[src/rtl/perceptron_trainer_if.sv]
`timescale 1ns/1ps
`default_nettype none
// ============================================================================
//  Module      : perceptron_trainer_if
//  Description : Reader handshake, control and status bundle for the
//                perceptron trainer.
//  Revision    : 1.0
// ============================================================================
interface perceptron_trainer_if #(
    parameter int XW = 7,
    parameter int WW = 10
);
    logic                 i_start;
    logic signed [XW-1:0] i_x1;
    logic signed [XW-1:0] i_x2;
    logic        [1:0]    i_t;
    logic                 i_eof;
    logic                 o_init;
    logic                 o_next;
    logic signed [WW-1:0] o_w1;
    logic signed [WW-1:0] o_w2;
    logic signed [WW-1:0] o_b;
    logic        [7:0]    o_epoch;
    logic                 o_busy;
    logic                 o_done;
    logic                 o_converged;

    modport master (
        input  i_start, i_x1, i_x2, i_t, i_eof,
        output o_init, o_next, o_w1, o_w2, o_b, o_epoch, o_busy, o_done, o_converged
    );

    modport slave (
        output i_start, i_x1, i_x2, i_t, i_eof,
        input  o_init, o_next, o_w1, o_w2, o_b, o_epoch, o_busy, o_done, o_converged
    );
endinterface
`default_nettype wire

[src/rtl/perceptron_trainer.sv]
`timescale 1ns/1ps
`default_nettype none
// ============================================================================
//  Module      : perceptron_trainer
//  Description : Drives a dataset reader and trains a 2-input perceptron with
//                saturating weights, repeating epochs until convergence.
//  Revision    : 1.0
// ============================================================================
module perceptron_trainer #(
    parameter int XW         = 7,
    parameter int WW         = 10,
    parameter int MAX_EPOCHS = 50,
    parameter int ETA        = 1
) (
    input  wire logic            clk,
    input  wire logic            rst_n,
    perceptron_trainer_if.master bus
);
    localparam int NW = WW + XW + 2;
    localparam int EW = $clog2(ETA + 1);
    localparam int UW = WW + XW + EW + 2;

    localparam logic [2:0] c_IDLE   = 3'd0;
    localparam logic [2:0] c_INIT   = 3'd1;
    localparam logic [2:0] c_WAIT   = 3'd2;
    localparam logic [2:0] c_CALC   = 3'd3;
    localparam logic [2:0] c_UPDATE = 3'd4;
    localparam logic [2:0] c_FETCH  = 3'd5;
    localparam logic [2:0] c_END    = 3'd6;
    localparam logic [2:0] c_DONE   = 3'd7;

    localparam logic        [7:0]    c_MAXEP = 8'(MAX_EPOCHS);
    localparam logic signed [UW-1:0] c_ETA   = UW'(ETA);
    localparam logic signed [UW-1:0] c_WMAX  = UW'((2 ** (WW - 1)) - 1);
    localparam logic signed [UW-1:0] c_WMIN  = ~c_WMAX;

    logic        [2:0]    r_state;
    logic signed [WW-1:0] r_w1, r_w2, r_b;
    logic        [7:0]    r_epoch;
    logic                 r_changed;
    logic                 r_conv;
    logic signed [NW-1:0] r_net;

    // Dot product in a width that holds the worst-case sum exactly
    logic signed [NW-1:0] w_w1n, w_w2n, w_bn, w_x1n, w_x2n, w_net;
    assign w_w1n = {{(NW-WW){r_w1[WW-1]}}, r_w1};
    assign w_w2n = {{(NW-WW){r_w2[WW-1]}}, r_w2};
    assign w_bn  = {{(NW-WW){r_b[WW-1]}},  r_b};
    assign w_x1n = {{(NW-XW){bus.i_x1[XW-1]}}, bus.i_x1};
    assign w_x2n = {{(NW-XW){bus.i_x2[XW-1]}}, bus.i_x2};
    assign w_net = w_w1n * w_x1n + w_w2n * w_x2n + w_bn;

    logic w_tval, w_tneg, w_yneg, w_miss;
    assign w_tval = bus.i_t[0];
    assign w_tneg = bus.i_t[1];
    assign w_yneg = (r_net < 0);
    assign w_miss = w_tval && (w_yneg != w_tneg);

    // Update sums are formed wide and clamped back to WW bits
    logic signed [UW-1:0] w_x1u, w_x2u, w_w1u, w_w2u, w_bu;
    logic signed [UW-1:0] w_d1, w_d2, w_s1, w_s2, w_sb;
    assign w_x1u = {{(UW-XW){bus.i_x1[XW-1]}}, bus.i_x1};
    assign w_x2u = {{(UW-XW){bus.i_x2[XW-1]}}, bus.i_x2};
    assign w_w1u = {{(UW-WW){r_w1[WW-1]}}, r_w1};
    assign w_w2u = {{(UW-WW){r_w2[WW-1]}}, r_w2};
    assign w_bu  = {{(UW-WW){r_b[WW-1]}},  r_b};
    assign w_d1  = w_x1u * c_ETA;
    assign w_d2  = w_x2u * c_ETA;
    assign w_s1  = w_tneg ? (w_w1u - w_d1)  : (w_w1u + w_d1);
    assign w_s2  = w_tneg ? (w_w2u - w_d2)  : (w_w2u + w_d2);
    assign w_sb  = w_tneg ? (w_bu  - c_ETA) : (w_bu  + c_ETA);

    function automatic logic signed [WW-1:0] f_sat(input logic signed [UW-1:0] v);
        if (v > c_WMAX) return c_WMAX[WW-1:0];
        if (v < c_WMIN) return c_WMIN[WW-1:0];
        return v[WW-1:0];
    endfunction

    always_ff @(posedge clk or negedge rst_n) begin
        if (!rst_n) begin
            r_state   <= c_IDLE;
            r_w1      <= '0;
            r_w2      <= '0;
            r_b       <= '0;
            r_epoch   <= '0;
            r_changed <= 1'b0;
            r_conv    <= 1'b0;
            r_net     <= '0;
        end else begin
            case (r_state)
                c_IDLE, c_DONE: begin
                    if (bus.i_start) begin
                        r_w1      <= '0;
                        r_w2      <= '0;
                        r_b       <= '0;
                        r_epoch   <= 8'd1;
                        r_changed <= 1'b0;
                        r_conv    <= 1'b0;
                        r_state   <= c_INIT;
                    end
                end
                c_INIT:   r_state <= c_WAIT;
                c_WAIT:   r_state <= bus.i_eof ? c_END : c_CALC;
                c_CALC: begin
                    r_net   <= w_net;
                    r_state <= c_UPDATE;
                end
                c_UPDATE: begin
                    if (w_miss) begin
                        r_w1      <= f_sat(w_s1);
                        r_w2      <= f_sat(w_s2);
                        r_b       <= f_sat(w_sb);
                        r_changed <= 1'b1;
                    end
                    r_state <= c_FETCH;
                end
                c_FETCH:  r_state <= c_WAIT;
                c_END: begin
                    if (!r_changed) begin
                        r_conv  <= 1'b1;
                        r_state <= c_DONE;
                    end else if (r_epoch == c_MAXEP) begin
                        r_state <= c_DONE;
                    end else begin
                        r_changed <= 1'b0;
                        r_epoch   <= r_epoch + 8'd1;
                        r_state   <= c_INIT;
                    end
                end
                default:  r_state <= c_IDLE;
            endcase
        end
    end

    // Strobes decode straight from state so each lasts exactly one cycle
    assign bus.o_init      = (r_state == c_INIT);
    assign bus.o_next      = (r_state == c_FETCH);
    assign bus.o_busy      = (r_state != c_IDLE) && (r_state != c_DONE);
    assign bus.o_done      = (r_state == c_DONE);
    assign bus.o_converged = r_conv;
    assign bus.o_w1        = r_w1;
    assign bus.o_w2        = r_w2;
    assign bus.o_b         = r_b;
    assign bus.o_epoch     = r_epoch;
endmodule
`default_nettype wire

[src/flat_wrapper.sv]
// flat-port wrapper written by rule: the top's interface ports become plain ports
module perceptron_trainer_flat 
#(
    parameter int XW         = 7,
    parameter int WW         = 10,
    parameter int MAX_EPOCHS = 50,
    parameter int ETA        = 1
)
  (clk, rst_n, bus_i_start, bus_i_x1, bus_i_x2, bus_i_t, bus_i_eof, bus_o_init, bus_o_next, bus_o_w1, bus_o_w2, bus_o_b, bus_o_epoch, bus_o_busy, bus_o_done, bus_o_converged);
  perceptron_trainer_if #(.XW(XW), .WW(WW)) bus_i ();
  input  wire logic clk;
  input  wire logic rst_n;
  input wire logic [$bits(bus_i.i_start)-1:0] bus_i_start;
  input wire logic [$bits(bus_i.i_x1)-1:0] bus_i_x1;
  input wire logic [$bits(bus_i.i_x2)-1:0] bus_i_x2;
  input wire logic [$bits(bus_i.i_t)-1:0] bus_i_t;
  input wire logic [$bits(bus_i.i_eof)-1:0] bus_i_eof;
  output wire logic [$bits(bus_i.o_init)-1:0] bus_o_init;
  output wire logic [$bits(bus_i.o_next)-1:0] bus_o_next;
  output wire logic [$bits(bus_i.o_w1)-1:0] bus_o_w1;
  output wire logic [$bits(bus_i.o_w2)-1:0] bus_o_w2;
  output wire logic [$bits(bus_i.o_b)-1:0] bus_o_b;
  output wire logic [$bits(bus_i.o_epoch)-1:0] bus_o_epoch;
  output wire logic [$bits(bus_i.o_busy)-1:0] bus_o_busy;
  output wire logic [$bits(bus_i.o_done)-1:0] bus_o_done;
  output wire logic [$bits(bus_i.o_converged)-1:0] bus_o_converged;
  assign bus_i.i_start = bus_i_start;
  assign bus_i.i_x1 = bus_i_x1;
  assign bus_i.i_x2 = bus_i_x2;
  assign bus_i.i_t = bus_i_t;
  assign bus_i.i_eof = bus_i_eof;
  assign bus_o_init = bus_i.o_init;
  assign bus_o_next = bus_i.o_next;
  assign bus_o_w1 = bus_i.o_w1;
  assign bus_o_w2 = bus_i.o_w2;
  assign bus_o_b = bus_i.o_b;
  assign bus_o_epoch = bus_i.o_epoch;
  assign bus_o_busy = bus_i.o_busy;
  assign bus_o_done = bus_i.o_done;
  assign bus_o_converged = bus_i.o_converged;
  perceptron_trainer #(.XW(XW), .WW(WW), .MAX_EPOCHS(MAX_EPOCHS), .ETA(ETA)) u_core (.clk(clk), .rst_n(rst_n), .bus(bus_i));
endmodule
[config.mk]
export PLATFORM = sky130hd
export DESIGN_NAME = perceptron_trainer_flat
export DESIGN_NICKNAME = d
export VERILOG_FILES = /design/src/rtl/perceptron_trainer_if.sv /design/src/rtl/perceptron_trainer.sv /design/src/flat_wrapper.sv
export SDC_FILE = /design/constraint.sdc
export NUM_CORES = 1
export LEC_CHECK = 0
export ABC_AREA = 1
export CELL_PAD_IN_SITES_DETAIL_PLACEMENT = 1
export CELL_PAD_IN_SITES_GLOBAL_PLACEMENT = 2
export CORE_UTILIZATION = 30
export DETAILED_ROUTE_END_ITERATION = 10
export PLACE_DENSITY = 0.78
export SLEW_MARGIN = 0
export SYNTH_ARGS = -nofsm -noshare
export SYNTH_HDL_FRONTEND = slang
export SYNTH_SLANG_ARGS = --single-unit
[constraint.sdc]
create_clock -name clk -period 6.3 [get_ports clk]
set_input_delay 0.63 -clock clk [delete_from_list [all_inputs] [get_ports clk]]
set_output_delay 0.63 -clock clk [all_outputs]
set_load 0.03 [all_outputs]
## Yosys cells after proc, flatten, opt, wreduce, memory -nomap -nowiden

Cells that the tools add are included.

- Bitwise gates (word level): 0
- Div/mod/pow operators: 0
- Shift-type cells: 0
- Mux-type cells: 59
- Equal/unequal tests: 15
- Reductions and logical operators: 13
- $add $sub $neg: 9
- Multipliers: 2
- Magnitude comparators: 7

Operators with widths:

| kind | number |
|---|---|
| 10-bit 2-to-1 mux | 16 |
| 20-bit by 10-bit greater-than comparator with 1-bit output, second input constant | 3 |
| 20-bit by 10-bit less-than comparator with 1-bit output, second input constant | 3 |
| 20-bit 2-to-1 mux | 3 |
| 10-bit case mux with 2 select lines | 3 |
| 10-bit by 7-bit multiplier with 17-bit output | 2 |
| 1-bit 2-to-1 mux | 26 |
| 8-bit 2-to-1 mux | 3 |
| 10-bit by 7-bit adder with 11-bit output | 2 |
| 10-bit by 7-bit subtractor with 11-bit output | 2 |
| 19-bit by 10-bit adder with 19-bit output | 1 |
| 19-bit adder | 1 |
| 19-bit by 1-bit less-than comparator with 1-bit output, second input constant | 1 |
| 3-bit case mux with 6 select lines | 1 |
| 8-bit case mux with 2 select lines | 1 |
| 3-bit equality test, second input constant | 4 |
| 3-bit 2-to-1 mux | 4 |
| 10-bit by 2-bit adder with 11-bit output, second input constant | 1 |
| 10-bit by 2-bit subtractor with 11-bit output, second input constant | 1 |
| 3-bit AND reduction | 3 |
| 8-bit by 1-bit adder with 8-bit output, second input constant | 1 |
| 8-bit by 6-bit equality test with 1-bit output, second input constant | 1 |
| 3-bit by 2-bit equality test with 1-bit output, second input constant | 2 |
| 2-bit != test, second input constant | 3 |
| other kinds (12) | 17 |

- Flip-flop bits (word level): 62
- Latch bits: 0
- Memories kept: 0
- Word-level logic and storage cells: 113
- Bits in read-only memories: 0
- Memory bits (writable): 0
- Output and inout port bits: 43

## Longest topological paths before layout

Gate-level depths: netlist (run 1).

- Word-level depth: 13
- Gate-level depth with buffers: 33
- Mapped depth without buffers: 32

## Worst setup path before layout (run 1)

No wires, ideal clock.

- Path kind: input port to flip-flop
- From: input port bus_i_x2[3]
- To: register u_core.r_net[18]
- Stages: 29
- Data required time: 6.180 ns
- Arrival: 5.863 ns
- Slack: 0.316 ns
- Library setup time: 0.120 ns
- Path buffers: 1
- Path through: clkbuf_1 > nand2_1 > inv_1 > fa_1 > inv_1 > fa_1 > fa_1 > fa_1 > inv_1 > ha_1 > inv_1 > nor3_1 > nand3_1 > or2_2 > nand4_1 > xnor2_1 > fa_1 > inv_1 > ha_1 > nand2_1 > inv_1 > o21ai_0 > nand2_1 > nor2_1 > nand3_1 > nand2_1 > nand2_1 > nand2_1 > nand2_1

- Word-level cells in the longest chain between the ends: 3

Ends and longest elaborated chain:

| element | RTL line | source |
|---|---|---|
| start: declaration | flat_wrapper.sv:15 | `input wire logic [$bits(bus_i.i_x2)-1:0] bus_i_x2;` |
| 10-bit by 7-bit multiplier with 17-bit output | perceptron_trainer.sv:51 | `assign w_net = w_w1n * w_x1n + w_w2n * w_x2n + w_bn;` |
| 19-bit adder | perceptron_trainer.sv:51 |  |
| 19-bit by 10-bit adder with 19-bit output | perceptron_trainer.sv:51 |  |
| end signal: assignment | perceptron_trainer.sv:105 | `r_net <= w_net;` |
| end: declaration | perceptron_trainer.sv:42 | `logic signed [NW-1:0] r_net;` |

Every way passes these cells.
A chain may end at the register's enable or synchronous reset.

## Worst setup path in the final report (run 1)

- From: input port bus_i_x1[2]
- To: register u_core.r_net[18]

- Word-level cells in the longest chain between the ends: 3

Ends and longest elaborated chain:

| element | RTL line | source |
|---|---|---|
| start: declaration | flat_wrapper.sv:14 | `input wire logic [$bits(bus_i.i_x1)-1:0] bus_i_x1;` |
| 10-bit by 7-bit multiplier with 17-bit output | perceptron_trainer.sv:51 |  |
| 19-bit adder | perceptron_trainer.sv:51 |  |
| 19-bit by 10-bit adder with 19-bit output | perceptron_trainer.sv:51 |  |

Every way passes these cells.

==> results of run 1 <==
-- cell families after synthesis --
| family | count (synthesis) |
|---|---|
| adder cells (fa/ha/maj) | 247 |
| XOR/XNOR | 69 |
| buffers and inverters | 427 |
| flip-flops | 44 |
| AND/OR/NAND/NOR | 600 |
| AO/OA/AOI/OAI | 106 |
-- worst max path at each step --
stage	endpoint	slack [ns]	depth (start not counted)
finish	u_core.r_net[18]	0.30	30
global route	u_core.r_net[18]	-0.03	29
CTS	u_core.r_net[18]	0.007	31
detailed placement	u_core.r_net[18]	-0.55	28
global placement	u_core.r_net[18]	-0.43	34
floorplan	u_core.r_net[18]	0.32	29
-- sequential cells by signal, indices dropped and copies added, names as in the netlist --
register,count
u_core.bus.o_epoch,8
u_core.r_state,3
u_core.bus.o_converged,1
u_core.r_changed,1
u_core.bus.o_b,10
u_core.bus.o_w1,10
u_core.bus.o_w2,10
u_core.r_net,1
-- per-stage QoR --
stage | std cells | area, um^2 | util (%) | hold slack (ns)
floorplan | 1493 | 10500 | - | 0.334
global route | 2112 | 13000 | 37.8 | 0.500
finish | 2112 | 13000 | 37.8 | 0.440
detailed placement | 2093 | 12400 | 35.9 | 0.514
global placement | 2093 | 12400 | 35.9 | 0.487
CTS | 2106 | 12600 | 36.6 | 0.461
-- per-layer routing --
metal / GRT usage (%) / part of all wire, %
met5: 0 / 0
met4: 2.95 / 0.90
met3: 1.40 / 2.1
met2: 32.1 / 50
met1: 22.9 / 47
-- critical path, delay by kind of cell --
kind                       cells  cell delay, ns
and+or+nand+nor               11            1.05
xor gates and xnor gates       1            0.06
AOI/OAI and AO/OA              3            0.37
adders and majority gates      7            3.07
buffers and inverters          8            0.99
-- cell usage after synthesis, types with 4 or more instances --
cell,n
fa_1,127
clkbuf_1,20
inv_1,384
nand3_1,45
nor3_1,9
a21oi_1,44
inv_2,5
ha_1,120
a31oi_1,6
dfrtp_1,44
buf_2,12
nor2_1,81
o21bai_1,4
o31ai_1,7
nand2_1,430
xnor2_1,28
o21ai_0,26
nand4_1,14
nand2_2,6
or2_2,4
xor2_1,41
o21ai_2,5
-- what timing repair did --
item / in CTS / in global routing
buffers inserted: 6 / 5
setup endpoints to repair: 1 / 1
endpoints found under the hold margin: 0 / 0
gates resized for setup: 32 / 77
cloned: 0 / 1
pin swaps: 13 / 33
-- layout make-up --
cell class,instances,area (um^2),area share (%)
Clock inverter,1,5.00,0.0384
Inverter,390,1470,11.3
Multi-Input combinational cell,1022,8130,62.4
Clock buffer,6,129,0.989
Sequential cell,44,1100,8.46
Timing Repair Buffer,194,1620,12.4
Tap cell,455,569,4.37
==> flow_metrics.tcl, run 1 <==
set metrics [dict create \
    numCtsBuffers 5 \
    clockBufferDepth 2 \
    die_w_um 189 \
    core_um2 34500 \
    postCtsHoldBufs 0 \
    maxCapViolCount 0 \
    grt_pass1_vias 10400 \
    ios 63 \
    synth_top_area_cell "fa_1" \
    hpwl_um 25600 \
    final_nets 1924 \
    ant_nets 0 \
    grt_usage_pct 17.6 \
    drtIter0Drc 315 \
    grt_first_pass_wirelength_um 51200 \
    synth_compound_area_share_pct 5.97 \
    first_pass_iters 8 \
    drc 1 \
    worstSetupStartpointType "input port" \
    max_stage_delay_ns 0.53 \
    finalSetupTns_ns 0 \
    synth-simple-area-share_pct 23.3 \
    syn_inst 1493 \
    setup_viol 0 \
    synth.top_cell.area_share_pct 24.3 \
    violations "DRC" \
    drive_above_1_share_pct 14.9 \
    synth_edf_count 0 \
    worst_path_max_delay_cell "fa_1" \
    synth.avg_cell_area_um2 7.01 \
    max-slew-margin-rel_pct 53.6 \
    fp-row-count 68 \
    crit_start "bus_i_x1[2]" \
    yosysWarnings 0 \
    synthToLayoutAreaGrowth_pct 24.4 \
    via_count 9431 \
    hold_viol 0 \
    ys_seq_area_share_pct 10.5 \
    clkTransAtPathRegs_ns 0.07 \
    worstPathRequired_ns 6.48 \
    insertion_delay_ns 0.30 \
    ctsHtreeMaxLevel 2 \
    dpl_worst_slack_ns -0.554 \
    grt_max_degree 45 \
    syn_area_um2 10500 \
    initial_core_util_pct 30.4 \
    vias_per_cell 4.47 \
    finalWorstSetupSlack_ns 0.300 \
    clockRootBuffer "clkbuf_16" \
    diodes 0 \
    period_share_pct 95.2 \
    clock_sinks 44 \
    status "complete, but fails checks" \
    dieArea_um2 35700 \
    fin_skew_ns 0.00557 \
    synth-adder-area-share_pct 38.6 \
    port_buffers 62 \
    routabilityCongestion 0.844 \
    ys_seq_elements 44 \
    wire_per_inst_um 14.2 \
    crit_type "in -> reg" \
    synth_top_family_by_area "adder cells" \
    final_cell_mix "420 x nand2_1, 376 x inv_1, 127 x buf_4, 124 x fa_1, 106 x ha_1" \
    wirelength_um 30000 \
    fill_cells 4309 \
    tightest_slew_ns 0.694 \
    synth.distinct_cells 42 \
    fin_crit_ns 6.00 \
    reg2reg_depth 27 \
    synthArstFlopShare_pct 100 \
    grt_overflow 0 \
    hold_path.class "in -> async" \
    cts_tree "yes" \
    syn_nets 1760 \
    path_max_fanout 7 \
    regToRegSetupSlack_ns 0.46 \
    endpoint_kind "flip-flop" \
    synth.area.top_cells "fa_1 24%, nand2_1 15%, ha_1 14%" \
    grt_antenna_before_repair 0 \
    rr_endpoint "u_core.r_net[18]" \
    timing.fmax_mhz 167 \
    final_common_cell "nand2_1" \
    synth_xor_area_share_pct 5.77 \
    die_height_um 189 \
    r2r-start "u_core.bus.o_w1[9]" \
    maxSlewViolCount 0 \
    arrival_ns 6.18 \
    synth_mux_area_share_pct 0 \
    synth_ff_type "dfrtp_1" \
]
Power of run 1 is left out: the tool's default activity adds up to more than one toggle a clock period on the data nets, which glitch-free logic cannot reach.
==> run 2: changes to the inputs <==
CORE_UTILIZATION = 36   (was 30)
PLACE_DENSITY = 0.9   (was 0.78)
==> flow_metrics.tcl, run 2 (same netlist as run 1, synthesis figures left out) <==
set metrics [dict create \
    drc 0 \
    worstPathRequired_ns 6.47 \
    arrival_ns 6.19 \
    clockBufferDepth 2 \
    cts_tree "yes" \
    core_um2 28600 \
    grt_antenna_before_repair 0 \
    ctsHtreeMaxLevel 2 \
    die_w_um 173 \
    maxCapViolCount 0 \
    power_mw 7.60 \
    post-route-util_pct 44.2 \
    grt_overflow 0 \
    dpl_worst_slack_ns -0.614 \
    maxSlewViolCount 0 \
    postCtsHoldBufs 0 \
    p_leak_nw 7.60 \
    fill_cells 3649 \
    hpwl_um 25600 \
    via_count 9518 \
    hold_path.class "in -> async" \
    port_buffers 62 \
    wirelength_um 29900 \
    vias_per_cell 4.69 \
    drive_above_1_share_pct 12.9 \
    tightest_slew_ns 0.626 \
    worst_path_max_delay_cell "fa_1" \
    wire_per_inst_um 14.7 \
    path_max_fanout 4 \
    status "finished, final reports clean" \
    multi_input_area_um2 7950 \
    grt_pass1_vias 10500 \
    hold_viol 0 \
    peakVddDrop_mv 0.333 \
    setup_viol 0 \
    seq_area_um2 1100 \
    period_share_pct 95.7 \
    max_stage_delay_ns 0.57 \
    grt_first_pass_wirelength_um 51100 \
    finalWorstSetupSlack_ns 0.274 \
    final_common_cell "nand2_1" \
    powerDensity_nw_per_um2 600 \
    timing.fmax_mhz 166 \
    crit_type "in -> reg" \
    grt_usage_pct 20.7 \
    insertion_delay_ns 0.29 \
    die_height_um 173 \
    fin_crit_ns 6.03 \
    dieArea_um2 29800 \
    fp-row-count 62 \
    hold_slack_ns 0.427 \
    drtIter0Drc 316 \
    final_cell_mix "426 x nand2_1, 378 x inv_1, 124 x fa_1, 115 x buf_4, 112 x ha_1" \
    fin_skew_ns 0.00723 \
    initial_core_util_pct 36.6 \
    grt_max_degree 45 \
    crit_top_cell "nand2_1" \
    first_pass_iters 4 \
    clkTransAtPathRegs_ns 0.07 \
    clock_sinks 44 \
    ios 63 \
    numCtsBuffers 5 \
    final_nets 1910 \
    routabilityCongestion 0.855 \
    max-slew-margin-rel_pct 58.3 \
    ant_nets 0 \
    worstSetupStartpointType "input port" \
    synthToLayoutAreaGrowth_pct 20.9 \
    diodes 0 \
    clockRootBuffer "clkbuf_16" \
    endpoint_kind "flip-flop" \
    reg2reg_depth 27 \
]
run 2: through the flow:
step	setup TNS, ns	instance area, um^2	cells
floorplan	0	10500	1493
global placement	-0.411	12300	2019
detailed placement	-0.614	12300	2019
CTS	0	12500	2028
global route	-0.0397	12700	2028
finish	0	12700	2028
run 2: cell type report:
type,instances,area share [%]
Clock buffer,7,1.13
Clock inverter,1,0.0593
Inverter,390,11.6
Multi-Input combinational cell,1022,62.8
Sequential cell,44,8.70
Tap cell,384,3.79
Timing Repair Buffer,180,11.9
run 2: critical path, delay by kind of cell:
kind,cells,cell delay (ns)
AOI/OAI and AO/OA,2,0.21
buffers and inverters,7,0.83
adders and majority gates,7,3.21
and+or+nand+nor,14,1.28
run 2: repair_timing:
action	CTS	global route
setup endpoints to repair	1	1
pin swaps	7	18
buffers inserted	1	0
cloned	0	0
resized for setup	29	56
run 2: where the power goes:
part           internal [mW]  switching (mW)  total (mW)
clock network          0.158           0.117       0.275
registers              0.371           0.176       0.547
logic                   2.95            3.83        6.78
total                   3.47            4.13        7.60
run 2: layer usage:
layer / up-vias / global-route usage [%] / routed length, um
met5: - / 0 / 0
met4: 0 / 3.16 / 278
met3: 20 / 1.41 / 602
met2: 86 / 38.8 / 15500
met1: 4694 / 26.2 / 13500
li1: 4718 / - / -
run 2: worst paths after layout:
path | start | endpoint | slack, ns
max | bus_i_x2[2] | u_core.r_net[18] | 0.27
min reg2reg | u_core.bus.o_converged | u_core.bus.o_converged | 0.51
max in group asynchronous | rst_n | u_core.bus.o_w2[9] | 5.42
max reg2reg | u_core.bus.o_w2[8] | u_core.r_net[18] | 0.39
min in group clk | u_core.bus.o_converged | u_core.bus.o_converged | 0.51
min | rst_n | u_core.bus.o_epoch[6] | 0.43
(Power assumes the default switching activity.)
==> run 3: changes to the inputs <==
CORE_UTILIZATION = 32   (was 36)
PLACE_DENSITY = 0.85   (was 0.9)
clock period = 5 ns   (was 6.3 ns; I/O delays follow)
==> flow_metrics.tcl, run 3 (same netlist as run 1, synthesis figures left out) <==
set metrics [dict create \
    hold_path.class "in -> async" \
    die_w_um 183 \
    insertion_delay_ns 0.33 \
    fin_crit_ns 5.64 \
    initial_core_util_pct 32.8 \
    drtIter0Drc 261 \
    clock_sinks 44 \
    rsz0062_at_grt "true" \
    worst_path_max_delay_cell "fa_1" \
    violations "setup timing" \
    worstSetupStartpointType "input port" \
    drc 0 \
    clkTransAtPathRegs_ns 0.09 \
    wire_per_inst_um 15.5 \
    final_cell_mix "411 x nand2_1, 356 x inv_1, 168 x buf_4, 122 x fa_1, 95 x ha_1" \
    via_count 9791 \
    maxSlewViolCount 0 \
    status "complete, but fails checks" \
    worstPathRequired_ns 5.27 \
    postCtsHoldBufs 0 \
    timing.fmax_mhz 177 \
    finalSetupTns_ns -0.639 \
    maxCapViolCount 0 \
    arrival_ns 5.91 \
    final_nets 1972 \
    endpoint_kind "flip-flop" \
    grt_pass1_vias 11100 \
    tightest_slew_ns 0.696 \
    fill_cells 4028 \
    die_height_um 183 \
    cts_tree "yes" \
    finalNonFillerCells 2142 \
    grt_overflow 0 \
    dpl_worst_slack_ns -1.47 \
    grt_first_pass_wirelength_um 54900 \
    fin_skew_ns 0.0185 \
    dp.cells 2102 \
    hpwl_um 26900 \
    path_max_fanout 5 \
    setup_viol 1 \
    grt_antenna_before_repair 0 \
    core_um2 31900 \
    period_share_pct 113 \
    vias_per_cell 4.57 \
    wirelength_um 33100 \
    first_pass_iters 4 \
    ctsHtreeMaxLevel 2 \
    ant_nets 0 \
    drive_above_1_share_pct 22.3 \
    max-slew-margin-rel_pct 53.6 \
    clockBufferDepth 2 \
    crit_type "in -> reg" \
    final_common_cell "nand2_1" \
    grt_usage_pct 20.8 \
    finalWorstSetupSlack_ns -0.639 \
    synthToLayoutAreaGrowth_pct 31.2 \
    dieArea_um2 33500 \
    fp-row-count 65 \
    post-route-util_pct 43.1 \
    numCtsBuffers 5 \
    crit_top_cell "nand2_1" \
    hold_viol 0 \
    port_buffers 62 \
    max_stage_delay_ns 0.55 \
    clockRootBuffer "clkbuf_16" \
    ios 63 \
    routabilityCongestion 0.834 \
    grt_max_degree 45 \
]
## run 3: cell types whose count changed in the layout (fill, tap and decap cells not counted), moves of 10 or more
cell,change
ha_1,-17
dfrtp_2,+19
inv_1,-22
nand2_2,+10
dfrtp_1,-19
nand2_1,-15
inv_2,+20
buf_4,+53
ha_4,+18
## run 3: timing repair
item	4_1_cts	5_1_grt
setup buffers	20	6
resized for setup	135	19
pin swaps	84	29
setup endpoints to repair	1	1
cloned	5	0
## run 3: final timing paths
check,depth (start not counted),end,slack (ns),startpoint
worst max register to register,31,u_core.r_net[18],-0.64,u_core.bus.o_w2[5]
min in group clk,2,u_core.bus.o_converged,0.51,u_core.bus.o_converged
worst min-delay path,2,u_core.bus.o_w2[7],0.29,rst_n
worst max-delay path,33,u_core.r_net[18],-0.64,bus_i_x2[3]
worst min register to register,2,u_core.bus.o_converged,0.51,u_core.bus.o_converged
max in group asynchronous,2,u_core.bus.o_w1[4],4.20,rst_n
## run 3: area by class of cell
cell class | instances | area (um^2) | share of cell area [%]
Antenna cell | 1 | 2.50 | 0.0182
Clock buffer | 5 | 125 | 0.911
Clock inverter | 3 | 47.5 | 0.346
Inverter | 390 | 1480 | 10.7
Multi-Input combinational cell | 1022 | 8420 | 61.3
Sequential cell | 44 | 1130 | 8.20
Tap cell | 435 | 544 | 3.96
Timing Repair Buffer | 240 | 1980 | 14.4
Timing Repair inverter | 2 | 15.0 | 0.109
## run 3: worst max-delay path, delay by kind of cell
kind	cells	cell delay [ns]
and+or+nand+nor	16	1.18
adders and majority gates	7	3.15
buffers and inverters	8	0.80
AOI/OAI and AO/OA	2	0.23
## run 3: routing by layer
layer  part of all wire, %  vias up  routed length (um)  GRT usage [%]
li1                      -     4835                   -              -
met5                     0        -                   0              0
met4                   2.2        0                 717           5.30
met3                   2.9       37                 973           2.72
met2                    52      119               17100           39.1
met1                    43     4800               14300           24.7
## run 3: stage by stage
step	hold slack, ns	cell area [um^2]
after floorplan	0.204	10900
after global placement	0.490	12900
after detailed placement	0.492	12900
after CTS	0.308	13600
after global routing	0.333	13700
final	0.291	13700
Power of run 3 is left out for the same reason.
==> RTL edit (settings of run 2) <==
`WW` is set to 10 in 3 places; all go to 9.
--- a/src/rtl/perceptron_trainer_if.sv
+++ b/src/rtl/perceptron_trainer_if.sv
@@ -9,5 +9,5 @@
 interface perceptron_trainer_if #(
     parameter int XW = 7,
-    parameter int WW = 10
+    parameter int WW = 9
 );
     logic                 i_start;
--- a/src/rtl/perceptron_trainer.sv
+++ b/src/rtl/perceptron_trainer.sv
@@ -9,5 +9,5 @@
 module perceptron_trainer #(
     parameter int XW         = 7,
-    parameter int WW         = 10,
+    parameter int WW         = 9,
     parameter int MAX_EPOCHS = 50,
     parameter int ETA        = 1
--- a/src/flat_wrapper.sv
+++ b/src/flat_wrapper.sv
@@ -3,5 +3,5 @@
 #(
     parameter int XW         = 7,
-    parameter int WW         = 10,
+    parameter int WW         = 9,
     parameter int MAX_EPOCHS = 50,
     parameter int ETA        = 1
Interface: changed (resized bus_o_b, bus_o_w1 and bus_o_w2); port bits go from 63 to 60. The function was not compared with the original's and may differ.
==> RTL edit against run 2 <==
Worst setup slack lost 0.0033 ns. Global-route usage shrank 0.082 points. Sequential cell count shrank 3. Register-to-register slack gained 0.04 ns. Synthesized area shrank 8.9%. Routed wire length shrank 11%. Count of clock-buffer cells in the layout shrank 2. Sequential share of layout area grew 0.20 points. Design area shrank 9.1%. Total power shrank 9.6%. Largest power group unchanged. Highest routed layer unchanged.
==> RTL edit: results (changes against run 2) <==
Global routing
  • Via count of the first global-routing pass: 9170 (was 10500)
  • Overall track demand over capacity in global routing: 20.6% (was 20.7%)
  • Wire length of the first global-routing pass: 44600 um (was 51100 um)
  • Maximum number of pins on one net before global-route repair: 42 (was 45)

Yosys
  • List of most frequent post-synthesis cells: sky130_fd_sc_hd__nand2_1, sky130_fd_sc_hd__inv_1, sky130_fd_sc_hd__fa_1, sky130_fd_sc_hd__ha_1, sky130_fd_sc_hd__nor2_1 (unchanged)
  • Synth Area in Compound Gates: 6.46% (was 5.97%)
  • Avg Synthesized Cell Area: 7.13 um^2 (was 7.01 um^2)
  • Share of the yosys chip area belonging to registers: 10.8% (was 10.5%)
  • Netlist cell types: 44 (was 42)
  • Proportion of synthesized area in mux cells: 0.118% (was 0%)
  • Adder-cell share of the synthesized area: 39.2% (was 38.6%)
  • Synth area leaders: sky130_fd_sc_hd__fa_1, sky130_fd_sc_hd__ha_1, sky130_fd_sc_hd__nand2_1 (was sky130_fd_sc_hd__fa_1, sky130_fd_sc_hd__nand2_1, sky130_fd_sc_hd__ha_1)
  • Synth Net Count: 1587 (was 1760)

Pwr
  • Highest ir drop seen on vdd: 0.388 mV (was 0.333 mV)
  • Standby leakage power: 6.88 nW (was 7.60 nW)
  • Power per standard cell area: 597 nW/um^2 (was 600 nW/um^2)

Place
  • Port Buf Inserts: 59 (was 62)
  • Dpl hpwl: 22800 um (was 25600 um)
  • Placed instance area: 11100 um^2 (was 12300 um^2)
  • Placed cell count: 1796 (was 2019)

Worst setup path
  • Data arrival at the endpoint of the critical path: 6.23 ns (was 6.19 ns)
  • Setup slack, reg-to-reg: 0.43 ns (was 0.39 ns)
  • Maximum fanout encountered on the critical timing path: 3 (was 4)

Cells and area
  • Layout filler cell count: 3331 (was 3649)
  • Share of post-route cells with drive strength above 1: 12.0% (was 12.9%)
  • Net count reported at finish: 1717 (was 1910)

CTS
  • Buffers inserted during post-CTS setup optimization: 0 (was 1)

Routing
  • Detailed router's first-iteration violation count: 317 (was 316)
  • Aggregate routed wire length: 26700 um (was 29900 um)
  • Vias/cell: 4.75 (was 4.69)
  • Total vias in the final route: 8560 (was 9518)

Run status
  • Result of the run: finished clean (unchanged)

Timing
  • Minimum hold slack: 0.406 ns (was 0.427 ns)
  • Pin slew with the least headroom to its limit: 0.595 ns (was 0.626 ns)
  • Clock Skew: 0.00980 ns (was 0.00723 ns)
## RTL edit: changes by cell type after synthesis, sizes merged, moves of 7 or more
| cell | change |
|---|---|
| nor2 | -26 |
| fa | -11 |
| inv | -42 |
| o21ai | +9 |
| ha | -7 |
| nand2 | -70 |
## RTL edit: cell families (layout without fill, tap and decap cells)
group           Yosys count  after routing
compound gates          112            112
xor+xnor                 59             59
fa+ha+maj               229            229
buf+inv                 384            515
flops                    41             41
mux                       1              1
simple gates            512            512
## RTL edit: path summary, 6_finish.rpt
kind / start / cells past startpoint / end
min in group clk: u_core.bus.o_converged$_DFFE_PN0P_ / 2 / u_core.bus.o_converged$_DFFE_PN0P_
setup reg to reg: u_core.bus.o_w1[3]$_DFFE_PN0P_ / 29 / u_core.r_net[17]$_DFFE_PN0N_
hold reg to reg: u_core.bus.o_converged$_DFFE_PN0P_ / 2 / u_core.bus.o_converged$_DFFE_PN0P_
hold / removal: rst_n / 2 / u_core.bus.o_w2[6]$_DFFE_PN0P_
setup / recovery: bus_i_x1[5] / 28 / u_core.r_net[17]$_DFFE_PN0N_
max in group asynchronous: rst_n / 2 / u_core.bus.o_b[8]$_DFFE_PN0P_
## RTL edit: worst max-delay path, delay by kind of cell
kind	cells	cell delay (ns)
AOI/OAI and AO/OA	3	0.44
xor gates and xnor gates	1	0.25
adders and majority gates	7	3.28
buffers and inverters	7	0.90
and+or+nand+nor	10	0.69
## RTL edit: stage by stage
stage	TNS, ns	worst slack (ns)
after floorplan	0	0.434
after global placement	-0.235	-0.235
after detailed placement	-0.390	-0.390
after CTS	0	0.0112
after global routing	-0.0162	-0.0162
final	0	0.271
## RTL edit: area by class of cell
cell class / instances / area share (%)
Multi-Input combinational cell: 913 / 62.9
Timing Repair Buffer: 158 / 11.8
Inverter: 349 / 11.4
Sequential cell: 41 / 8.91
Tap cell: 335 / 3.64
Clock buffer: 5 / 1.09
Clock inverter: 3 / 0.217
## RTL edit: routing by layer
layer  track usage (%)  up-vias  wire, um
met5                 0        -         0
met4              4.46        0       364
met3              1.96       23       796
met2              36.9      100     13400
met1              26.6     4180     12100
li1                  -     4257         -
## RTL edit: what timing repair did
item,4_1_cts,5_1_grt
cloned,0,0
resized for setup,3,57
pin swaps,0,12
setup endpoints to repair,1,1
hold buffers,0,0
## RTL edit: power by group
| part | switching, mW | internal [mW] |
|---|---|---|
| sequential | 0.161 | 0.344 |
| clock | 0.128 | 0.149 |
| combinational | 3.46 | 2.63 |
